### src/rtl/event_buffer.sv
// First-word-fall-through event FIFO with no upstream backpressure and a sticky overflow flag.
// Define EVENT_BUFFER_DROP_CNT_EN to add the saturating drop_cnt port and counter.
module event_buffer #(
  parameter int DEPTH = 4,
  parameter int AW    = 2
) (
  input  logic          clk,
  input  logic          rst,
  input  logic [7:0]    in_event,
  input  logic          in_valid,
  output logic [7:0]    out_event,
  output logic          out_valid,
  input  logic          out_ready,
  output logic [AW:0]   level,
`ifdef EVENT_BUFFER_DROP_CNT_EN
  output logic [7:0]    drop_cnt,
`endif
  output logic          overflow,
  input  logic          ovf_clr
);

  localparam int DATA_W = 8;
  localparam logic [AW:0] FULL_LVL = (AW+1)'(DEPTH);

  logic [DATA_W-1:0] mem [DEPTH];
  logic [AW-1:0]     rd_ptr;
  logic [AW-1:0]     wr_ptr;
  logic [AW:0]       level_q;
  logic              overflow_q;
  logic              full;
  logic              push;
  logic              pop;
  logic              drop;

  assign full      = (level_q == FULL_LVL);
  assign out_valid = (level_q != '0);
  assign pop       = out_valid && out_ready;
  // A full FIFO still accepts when the head retires in the same cycle.
  assign push      = in_valid && (!full || pop);
  assign drop      = in_valid && full && !pop;

  // Head is read straight from storage, so nothing from in_event reaches the outputs.
  assign out_event = out_valid ? mem[rd_ptr] : '0;
  assign level     = level_q;
  assign overflow  = overflow_q;

  // Storage carries no reset; stale words are masked by out_valid.
  always_ff @(posedge clk) begin
    if (push) mem[wr_ptr] <= in_event;
  end

  always_ff @(posedge clk) begin
    if (rst) begin
      rd_ptr     <= '0;
      wr_ptr     <= '0;
      level_q    <= '0;
      overflow_q <= 1'b0;
    end else begin
      if (pop)  rd_ptr <= rd_ptr + AW'(1);
      if (push) wr_ptr <= wr_ptr + AW'(1);
      if (push && !pop)      level_q <= level_q + (AW+1)'(1);
      else if (pop && !push) level_q <= level_q - (AW+1)'(1);
      if (drop)         overflow_q <= 1'b1;
      else if (ovf_clr) overflow_q <= 1'b0;
    end
  end

`ifdef EVENT_BUFFER_DROP_CNT_EN
  function automatic logic [7:0] sat_inc(input logic [7:0] v);
    return (v == 8'hFF) ? v : v + 8'd1;
  endfunction

  logic [7:0] drop_cnt_q;
  assign drop_cnt = drop_cnt_q;

  // A drop in the clearing cycle counts as the first event of the new window.
  always_ff @(posedge clk) begin
    if (rst)          drop_cnt_q <= '0;
    else if (ovf_clr) drop_cnt_q <= drop ? 8'd1 : 8'd0;
    else if (drop)    drop_cnt_q <= sat_inc(drop_cnt_q);
  end
`endif

endmodule

### config.mk
export PLATFORM = sky130hd
export DESIGN_NAME = event_buffer
export DESIGN_NICKNAME = d
export VERILOG_FILES = /design/src/rtl/event_buffer.sv
export SDC_FILE = /design/constraint.sdc
export NUM_CORES = 1
export LEC_CHECK = 0
export CORE_UTILIZATION = 52
export CTS_BUF_LIST = sky130_fd_sc_hd__clkbuf_16
export CTS_CLUSTER_SIZE = 16
export DETAILED_ROUTE_END_ITERATION = 8
export PLACE_DENSITY = 0.77
export SYNTH_ARGS = -nofsm -noshare
export SYNTH_HDL_FRONTEND = slang
export SYNTH_SLANG_ARGS = --single-unit
### constraint.sdc
create_clock -name clk -period 2.7 [get_ports clk]
set_clock_uncertainty 0.15 [all_clocks]
set_input_delay 0.81 -clock clk [delete_from_list [all_inputs] [get_ports clk]]
set_output_delay 0.81 -clock clk [all_outputs]
set_load 0.005 [all_outputs]
Word level (Yosys, flattened, before mapping)
Memory sizes are Yosys's and may differ from the RTL's. A register that Yosys moved wholly into a read port is not among the register bits.
Cells that the tools add are included.
- bits in registers: 8
- bits in writable memories: 32
- input port bits: 13
- output and inout bits: 13
- word-level logic and storage cells: 32
- memories: 1
- memory list (name ; words ; width ; rd ports ; clocked after memory_dff ; write ports ; RTL line ; RTL):
    mem ; 4 ; 8 ; 1 ; 1 ; 1 ; 25 ; logic [DATA_W-1:0] mem [DEPTH];
- add/subtract/negate cells: 4
- equal/unequal tests: 1
- muxes and demuxes: 9
- reductions and logical operators: 13
- operator list (cell ; number):
    8-bit 2-to-1 mux ; 1
    1-bit logical AND ; 6
    3-bit 2-to-1 mux ; 2
    2-bit by 1-bit adder with 2-bit output, second input constant ; 2
    1-bit 2-to-1 mux ; 4
    2-bit 2-to-1 mux ; 2
    2-bit nonzero test ; 2
    3-bit by 1-bit adder with 3-bit output, second input constant ; 1
    3-bit == test, second input constant ; 1
    1-bit zero test ; 3
    3-bit nonzero test ; 1
    3-bit by 1-bit subtractor with 3-bit output, second input constant ; 1
    1-bit logical OR ; 1

Depth between registers and ports, before layout
Gate-level depths: netlist (run 1).
- depth in word-level cells: 8
- depth in mapped cells: 9

Worst setup path before layout (run 1)
OpenSTA, ideal clock, no wires.
- kind: input to register
- start: in out_ready
- end: reg level_q[2] (netlist: level[2])
- library setup time: 0.070 ns
- data arrival time: 2.255 ns
- data required time: 2.480 ns
- slack: 0.225 ns
- stages on the path: 9
- buffers on the path: 1
- cells stage by stage: nor4b_4 > nor2b_1 > buf_6 > ha_1 > inv_1 > fa_1 > xor2_1 > or3_1 > a21oi_1
- word-level cells in the longest chain between the ends: 6
- elaborated cells between the ends (all ways): 9
- those cells by class: mux (1); reduce/logical (8)
- ends and longest elaborated chain (element ; RTL line ; RTL):
    start: declaration ; 13 ; input logic out_ready,
    1-bit logical AND (*) ; 37 ; assign pop = out_valid && out_ready;
    1-bit logical OR (*) ; 39 ; assign push = in_valid && (!full || pop);
    1-bit logical AND (*) ; 39 ;
    net push ; 31 ; logic push;
    1-bit zero test ; 62 ; else if (pop && !push) level_q <= level_q - (AW+1)'(1);
    1-bit logical AND ; 62 ;
    2-bit nonzero test (no source line) ; -- ;
    end signal: assignment ; 61 ; if (push && !pop) level_q <= level_q + (AW+1)'(1);
    end signal: assignment ; 62 ;
    end: declaration ; 28 ; logic [AW:0] level_q;
Mark *: on every way through the listed nets, which the timed path passes. The rest lies on a longest branch.
A chain may end at the register's enable or synchronous reset.

==> out/results.txt, run 1 <==
Clock Tree Buf Depth -> 2
worst min path class -> flop to flop
vias in the first global route -> 987
status -> completed
post-layout min period -> 2.66 ns
final worst slack -> 0.0389 ns
initial antenna violation count -> 0
R2R setup slack -> 0.51 ns
worst reg2reg endpoint -> level[2]$_SDFFE_PP0P_
Seq pwr share -> 38.6%
Sw Share -> 27.1%
core area -> 0.00310 sq mm
Worst VDD drop -> 516 uV
placed cell areas -> 0.00214 sq mm
CTS Buf Count -> 5
DR vias -> 985
GRT Total Usage -> 18.8%
Post-Syn Instances -> 105
CP max FO -> 3
Area growth syn-to-layout -> 35.9%
Rows -> 20
WP buf/inv -> 3
root buffer cell -> clkbuf_16
Final Max Slew Viols -> 0
power per standard cell area -> 937 mW/mm^2
hold path start -> rd_ptr[1]$_SDFFE_PP0N_
DRC -> 0
Setup CP Type -> flop to output pin
slew margin rel. -> 71.9%
vias per inst -> 5.08
gr ovfl total -> 0
hold endpoint -> rd_ptr[1]$_SDFFE_PP0N_
design area -> 0.00235 sq mm
DRT Wirelength -> 2860 microns
clock sink count -> 42
Crit-path slowest cell -> mux4_2
largest net degree at the start of global routing -> 14
Final ANT Viol Nets -> 0
die area -> 0.00357 sq mm
Worst-Skew Late Latency -> 0.28 ns
Clk pwr share -> 25.2%
flops & latches, synth -> 42
fill count -> 205
crit-path leading delay family -> buffers and inverters
Fin Setup TNS -> 0 ns
H-tree Lvls -> 2
Final Hold Viols -> 0
crit end category -> output pin
Die Y-Extent -> 59.7 microns
fmax -> 376 MHz
CP required -> 1.74 ns
CTS tree -> done
worst r2r path cells -> 7
initial core utilization -> 55.8%
total power -> 0.00221 W
net switching power -> 0.000598 W
Setup WS pre-CTS -> -0.388 ns
first-pass GRT wire length -> 4540 microns
Comb pwr share -> 36.1%
Port Buffers -> 25
First DRT Iteration DRCs -> 22
register area share after synthesis -> 67.0%
mean post-synth cell area -> 16.5 sq um
synthesized area -> 0.00173 sq mm
# IOs -> 26
first-pass detailed-route iteration total -> 4
worst-margin pin slew -> 0.422 ns
Internal Power -> 0.00161 W
Leakage -> 0.869 nW
antenna cell count -> 0
Worst-path clk slew -> 0.06 ns
share of cells above drive strength 1 -> 26.0%
critical path arrival -> 1.70 ns
Syn Nets -> 124
Tcrit/Tclk final -> 98.6%
hpwl dp -> 2080 microns
slowest cell delay on critical path -> 0.47 ns
crit start category -> flop
Worst Hold Depth -> 2
CP cell instances -> buf_6 > buf_12 > mux4_2 > nor2b_1 > dlygate4sd2_1
WL per Instance -> 14.8 microns
# setup viols final -> 0
Syn. warnings -> 0
synth unique cells -> 23
RR Startpoint -> level[1]$_SDFFE_PP0P_
Post-layout nets -> 168
chip width -> 59.7 microns
max-cap violation count -> 0
CTS Hold Bufs -> 0
routability cong. -> 0.812
[synth_stat cells, drive strengths merged]
cell    number  share of area, %
nand2        1              0.22
fa           1               1.2
nor2         7               1.5
ha           5               3.6
o31ai        1              0.43
mux2i        2               1.2
nand2b       2              0.72
a21oi        3              0.87
nor2b       10               3.6
nor4b        1               1.4
buf          3               1.2
o21ai        2              0.58
inv          4              0.87
and2         4               1.4
dfxtp       10                12
mux4         8                10
mux2         1              0.87
xor2         3               1.5
clkbuf       2              0.43
or3          2              0.72
edfxtp      32                55
nor3         1              0.29
[registers in the layout, indices dropped and copies added, names as in the netlist, named ones only]
name	cells
mem	32
level	3
rd_ptr	2
wr_ptr	2
overflow	1
[cells in the final DEF, fill, tap and decap left out, types with 4 or more instances in the layout]
cell type        Yosys  layout
nor2b_1             10       8
clkdlybuf4s50_1      0      16
buf_4                0      10
clkbuf_16            0       5
dfxtp_1             10       9
buf_12               0       4
mux4_2               8       8
and2_1               4       4
inv_1                4       4
clkdlybuf4s15_1      0       4
edfxtp_1            32      32
dlygate4sd2_1        0       5
nor2_1               7       7
ha_1                 5       4
[stage by stage]
step	std cells	hold slack (ns)	util, %
floorplan	105	0.309	-
global placement	182	0.321	69.1
detailed placement	182	0.349	69.1
CTS	192	0.356	74.6
global route	194	0.372	75.9
finish	194	0.369	75.9
[worst register-to-register path, delay by kind of cell, from the launching register on]
| kind | cells | cell delay (ns) |
|---|---|---|
| buffers and inverters | 1 | 0.05 |
| DFF | 1 | 0.39 |
| xor gates and xnor gates | 1 | 0.15 |
| AOI/OAI and AO/OA | 2 | 0.49 |
| adders and majority gates | 2 | 0.58 |
| and+or+nand+nor | 1 | 0.30 |
[cell type report]
type                            instances  area, sq um  share of cell area (%)
Sequential cell                        42         1160                    49.4
Multi-Input combinational cell         54          548                    23.3
Timing Repair Buffer                   42          433                    18.4
Clock buffer                            5          125                    5.31
Tap cell                               44         55.1                    2.34
Clock inverter                          3         16.3                   0.691
Inverter                                4         15.0                   0.638
[what timing repair did]
item / in CTS / in global routing
gates resized for setup: 16 / 6
hold endpoints to repair: 0 / 0
setup buffers: 2 / 2
setup endpoints to repair: 9 / 3
pin swaps: 1 / 0
[cells by family (layout without fill, tap and decap cells)]
family / Yosys count / after routing / share of synthesized area [%]
AND/OR/NAND/NOR: 28 / 28 / 9.89
buffers and inverters: 9 / 54 / 2.53
adder cells (fa/ha/maj): 6 / 6 / 4.77
XOR/XNOR: 3 / 3 / 1.52
flip-flops: 42 / 42 / 67.0
multiplexers: 11 / 11 / 12.4
AO/OA/AOI/OAI: 6 / 6 / 1.88
[per-layer routing]
| layer | global-route usage, % | part of all wire, % |
|---|---|---|
| met5 | 0 | 0 |
| met4 | 11.0 | 2.2 |
| met3 | 4.55 | 3.4 |
| met2 | 32.2 | 53 |
| met1 | 21.2 | 41 |
[power groups by stage]
stage	Clock, W	Sequential (W)	Combinational (W)
6_report	0.000557	0.000853	0.000798
2_1_floorplan	0	0.000847	0.000387
5_1_grt	0.000594	0.000863	0.000885
4_1_cts	0.000573	0.000853	0.000756
3_5_place_dp	0	0.000861	0.000761
3_3_place_gp	0	0.000856	0.000743
[worst max-delay path by stage]
stage / to / slack, ns / depth (start not counted)
3_3_place_gp: level[2]$_SDFFE_PP0P_ / -0.25 / 9
5_1_grt: out_event[2] / -0.005 / 5
2_1_floorplan: level[2]$_SDFFE_PP0P_ / 0.22 / 9
4_1_cts: out_event[1] / 0.008 / 5
6_report: out_event[2] / 0.04 / 5
3_5_place_dp: level[2]$_SDFFE_PP0P_ / -0.39 / 9
(Power assumes the default switching activity.)
==> inputs of run 2 (changes only) <==
--- a/config.mk
+++ b/config.mk
@@ -9,6 +9,7 @@
 export CTS_BUF_LIST = sky130_fd_sc_hd__clkbuf_16
 export CTS_CLUSTER_SIZE = 16
 export DETAILED_ROUTE_END_ITERATION = 8
+export GPL_ROUTABILITY_DRIVEN = 1
 export PLACE_DENSITY = 0.77
 export SYNTH_ARGS = -nofsm -noshare
 export SYNTH_HDL_FRONTEND = slang
==> results of run 2 <==
Final layout, timing and power as in run 1 (identical DEF).
==> inputs of run 3 (changes only) <==
--- a/config.mk
+++ b/config.mk
@@ -5,6 +5,7 @@
 export SDC_FILE = /design/constraint.sdc
 export NUM_CORES = 1
 export LEC_CHECK = 0
+export ABC_CLOCK_PERIOD_IN_PS = 2630
 export CORE_UTILIZATION = 52
 export CTS_BUF_LIST = sky130_fd_sc_hd__clkbuf_16
 export CTS_CLUSTER_SIZE = 16
==> constraint.sdc (replaced) <==
create_clock -name clk -period 2.63 [get_ports clk]
set_clock_uncertainty 0.15 [all_clocks]
set_input_delay 0.789 -clock clk [delete_from_list [all_inputs] [get_ports clk]]
set_output_delay 0.789 -clock clk [all_outputs]
set_load 0.005 [all_outputs]
==> run 3 against run 2 <==
Compared with the run above:
- via count grew 1.6%
- power is 0.83% higher
- combinational power fell by 2%
- critical path depth decreased by 1
- critical path type unchanged
==> out/results.txt, run 3 (synthesis gave the netlist of run 1 again) <==
first-pass detailed-route iteration total -> 4
Fin Setup TNS -> 0 ns
worst r2r path cells -> 7
crit end category -> output pin
Clock Tree Buf Depth -> 2
WP depth -> 4
gr ovfl total -> 0
# IOs -> 26
Crit-path slowest cell -> mux4_2
CP required -> 1.69 ns
worst min path class -> flop to flop
Area growth syn-to-layout -> 31.7%
vias in the first global route -> 1055
CTS tree -> done
max-cap violation count -> 0
WP buf/inv -> 2
largest net degree at the start of global routing -> 13
Sw Share -> 27.9%
Internal Power -> 0.00160 W
placed cell areas -> 0.00208 sq mm
design area -> 0.00228 sq mm
Leakage -> 0.866 nW
fill count -> 216
DRT Wirelength -> 3140 microns
H-tree Lvls -> 2
worst hold slack -> 0.369 ns
final worst slack -> 0.0579 ns
Comb pwr share -> 35.0%
CTS Buf Count -> 5
share of cells above drive strength 1 -> 27.3%
CP max FO -> 3
power per standard cell area -> 975 mW/mm^2
# setup viols final -> 0
DR vias -> 1001
initial antenna violation count -> 0
Final Max Slew Viols -> 0
Port Buffers -> 25
Tcrit/Tclk final -> 97.8%
hpwl dp -> 2150 microns
antenna cell count -> 0
fmax -> 389 MHz
Setup WS pre-CTS -> -0.430 ns
root buffer cell -> clkbuf_16
RR Startpoint -> level[1]$_SDFFE_PP0P_
DRC -> 0
R2R setup slack -> 0.37 ns
Biggest register -> mem
CP cell instances -> buf_6 > mux4_2 > nor2b_1 > dlygate4sd2_1
most frequent cells in the layout -> 32 x edfxtp_1, 15 x clkdlybuf4s50_1, 15 x buf_4
crit-path leading delay family -> multiplexers
vias per inst -> 5.16
slowest cell delay on critical path -> 0.49 ns
status -> completed
most common cell after layout, fill and taps aside -> edfxtp_1
WL per Instance -> 16.2 microns
chip width -> 59.7 microns
Worst-path clk slew -> 0.05 ns
Worst setup endpoint -> out_event[7]
max reg flops -> 32
net switching power -> 0.000622 W
GRT Total Usage -> 20.0%
Clk pwr share -> 25.4%
crit start category -> flop
first-pass GRT wire length -> 4810 microns
die area -> 0.00357 sq mm
Setup CP Type -> flop to output pin
CTS Hold Bufs -> 0
initial core utilization -> 55.8%
First DRT Iteration DRCs -> 36
Die Y-Extent -> 59.7 microns
clock sink count -> 42
slew margin rel. -> 70.7%
Rows -> 20
Seq pwr share -> 39.6%
Final Hold Viols -> 0
Final ANT Viol Nets -> 0
routability cong. -> 0.791
Post-layout nets -> 168
critical path arrival -> 1.63 ns
Worst-Skew Late Latency -> 0.28 ns
worst-margin pin slew -> 0.439 ns
core area -> 0.00310 sq mm
worst reg2reg endpoint -> level[2]$_SDFFE_PP0P_
post-layout min period -> 2.57 ns
Worst VDD drop -> 513 uV
## run 3: final cells by class
class                           count  area, sq um  share of cell area, %
Sequential cell                    42         1160                   50.9
Timing Repair Buffer               42          365                   16.0
Clock inverter                      3         12.5                  0.548
Clock buffer                        5          125                   5.48
Inverter                            4         15.0                  0.658
Tap cell                           44         55.1                   2.41
Multi-Input combinational cell     54          547                   24.0
## run 3: worst reg2reg max path, delay by kind of cell (launching register included)
family	cells	cell delay, ns
and+or+nand+nor	1	0.37
AOI/OAI and AO/OA	2	0.45
xor gates and xnor gates	1	0.17
buffers and inverters	1	0.05
DFF	1	0.39
adders and majority gates	2	0.61
## run 3: repair_timing
action                                  CTS  global route
endpoints found under the setup margin    9             4
setup buffers                             6             1
pin swaps                                 0             3
gates resized for setup                  16             8
## run 3: worst min-delay path by stage
stage / start / endpoint / slack [ns] / cells past startpoint
3_5_place_dp: rd_ptr[1]$_SDFFE_PP0N_ / flop / 0.35 / 2
5_1_grt: wr_ptr[1]$_SDFFE_PP0P_ / wr_ptr[1]$_SDFFE_PP0P_ / 0.41 / 2
3_3_place_gp: rd_ptr[1]$_SDFFE_PP0N_ / rd_ptr[1]$_SDFFE_PP0N_ / 0.33 / 2
4_1_cts: wr_ptr[1]$_SDFFE_PP0P_ / wr_ptr[1]$_SDFFE_PP0P_ / 0.37 / 2
2_1_floorplan: rd_ptr[1]$_SDFFE_PP0N_ / flop / 0.31 / 2
6_report: wr_ptr[1]$_SDFFE_PP0P_ / wr_ptr[1]$_SDFFE_PP0P_ / 0.37 / 2
## run 3: power by group through the flow
stage	registers, W	clock network [W]	logic [W]
6_report	0.000881	0.000565	0.000779
5_1_grt	0.000889	0.000596	0.000850
4_1_cts	0.000877	0.000577	0.000781
3_5_place_dp	0.000885	0	0.000777
3_3_place_gp	0.000877	0	0.000747
2_1_floorplan	0.000869	0	0.000397
## run 3: per-layer routing
layer  wire (microns)  vias up  global-route usage, %
met3              108        5                   3.90
met1             1210      494                   22.1
met2             1760       32                   36.0
li1                 -      470                      -
met4               53        0                   11.0
met5                0        -                      0
## run 3: metrics by stage
step	util, %	total power (W)	instances
5_1_grt	73.5	0.00233	194
3_3_place_gp	67.2	0.00162	179
3_5_place_dp	67.2	0.00166	179
6_report	73.5	0.00223	194
2_1_floorplan	-	0.00127	105
4_1_cts	73.2	0.00224	193
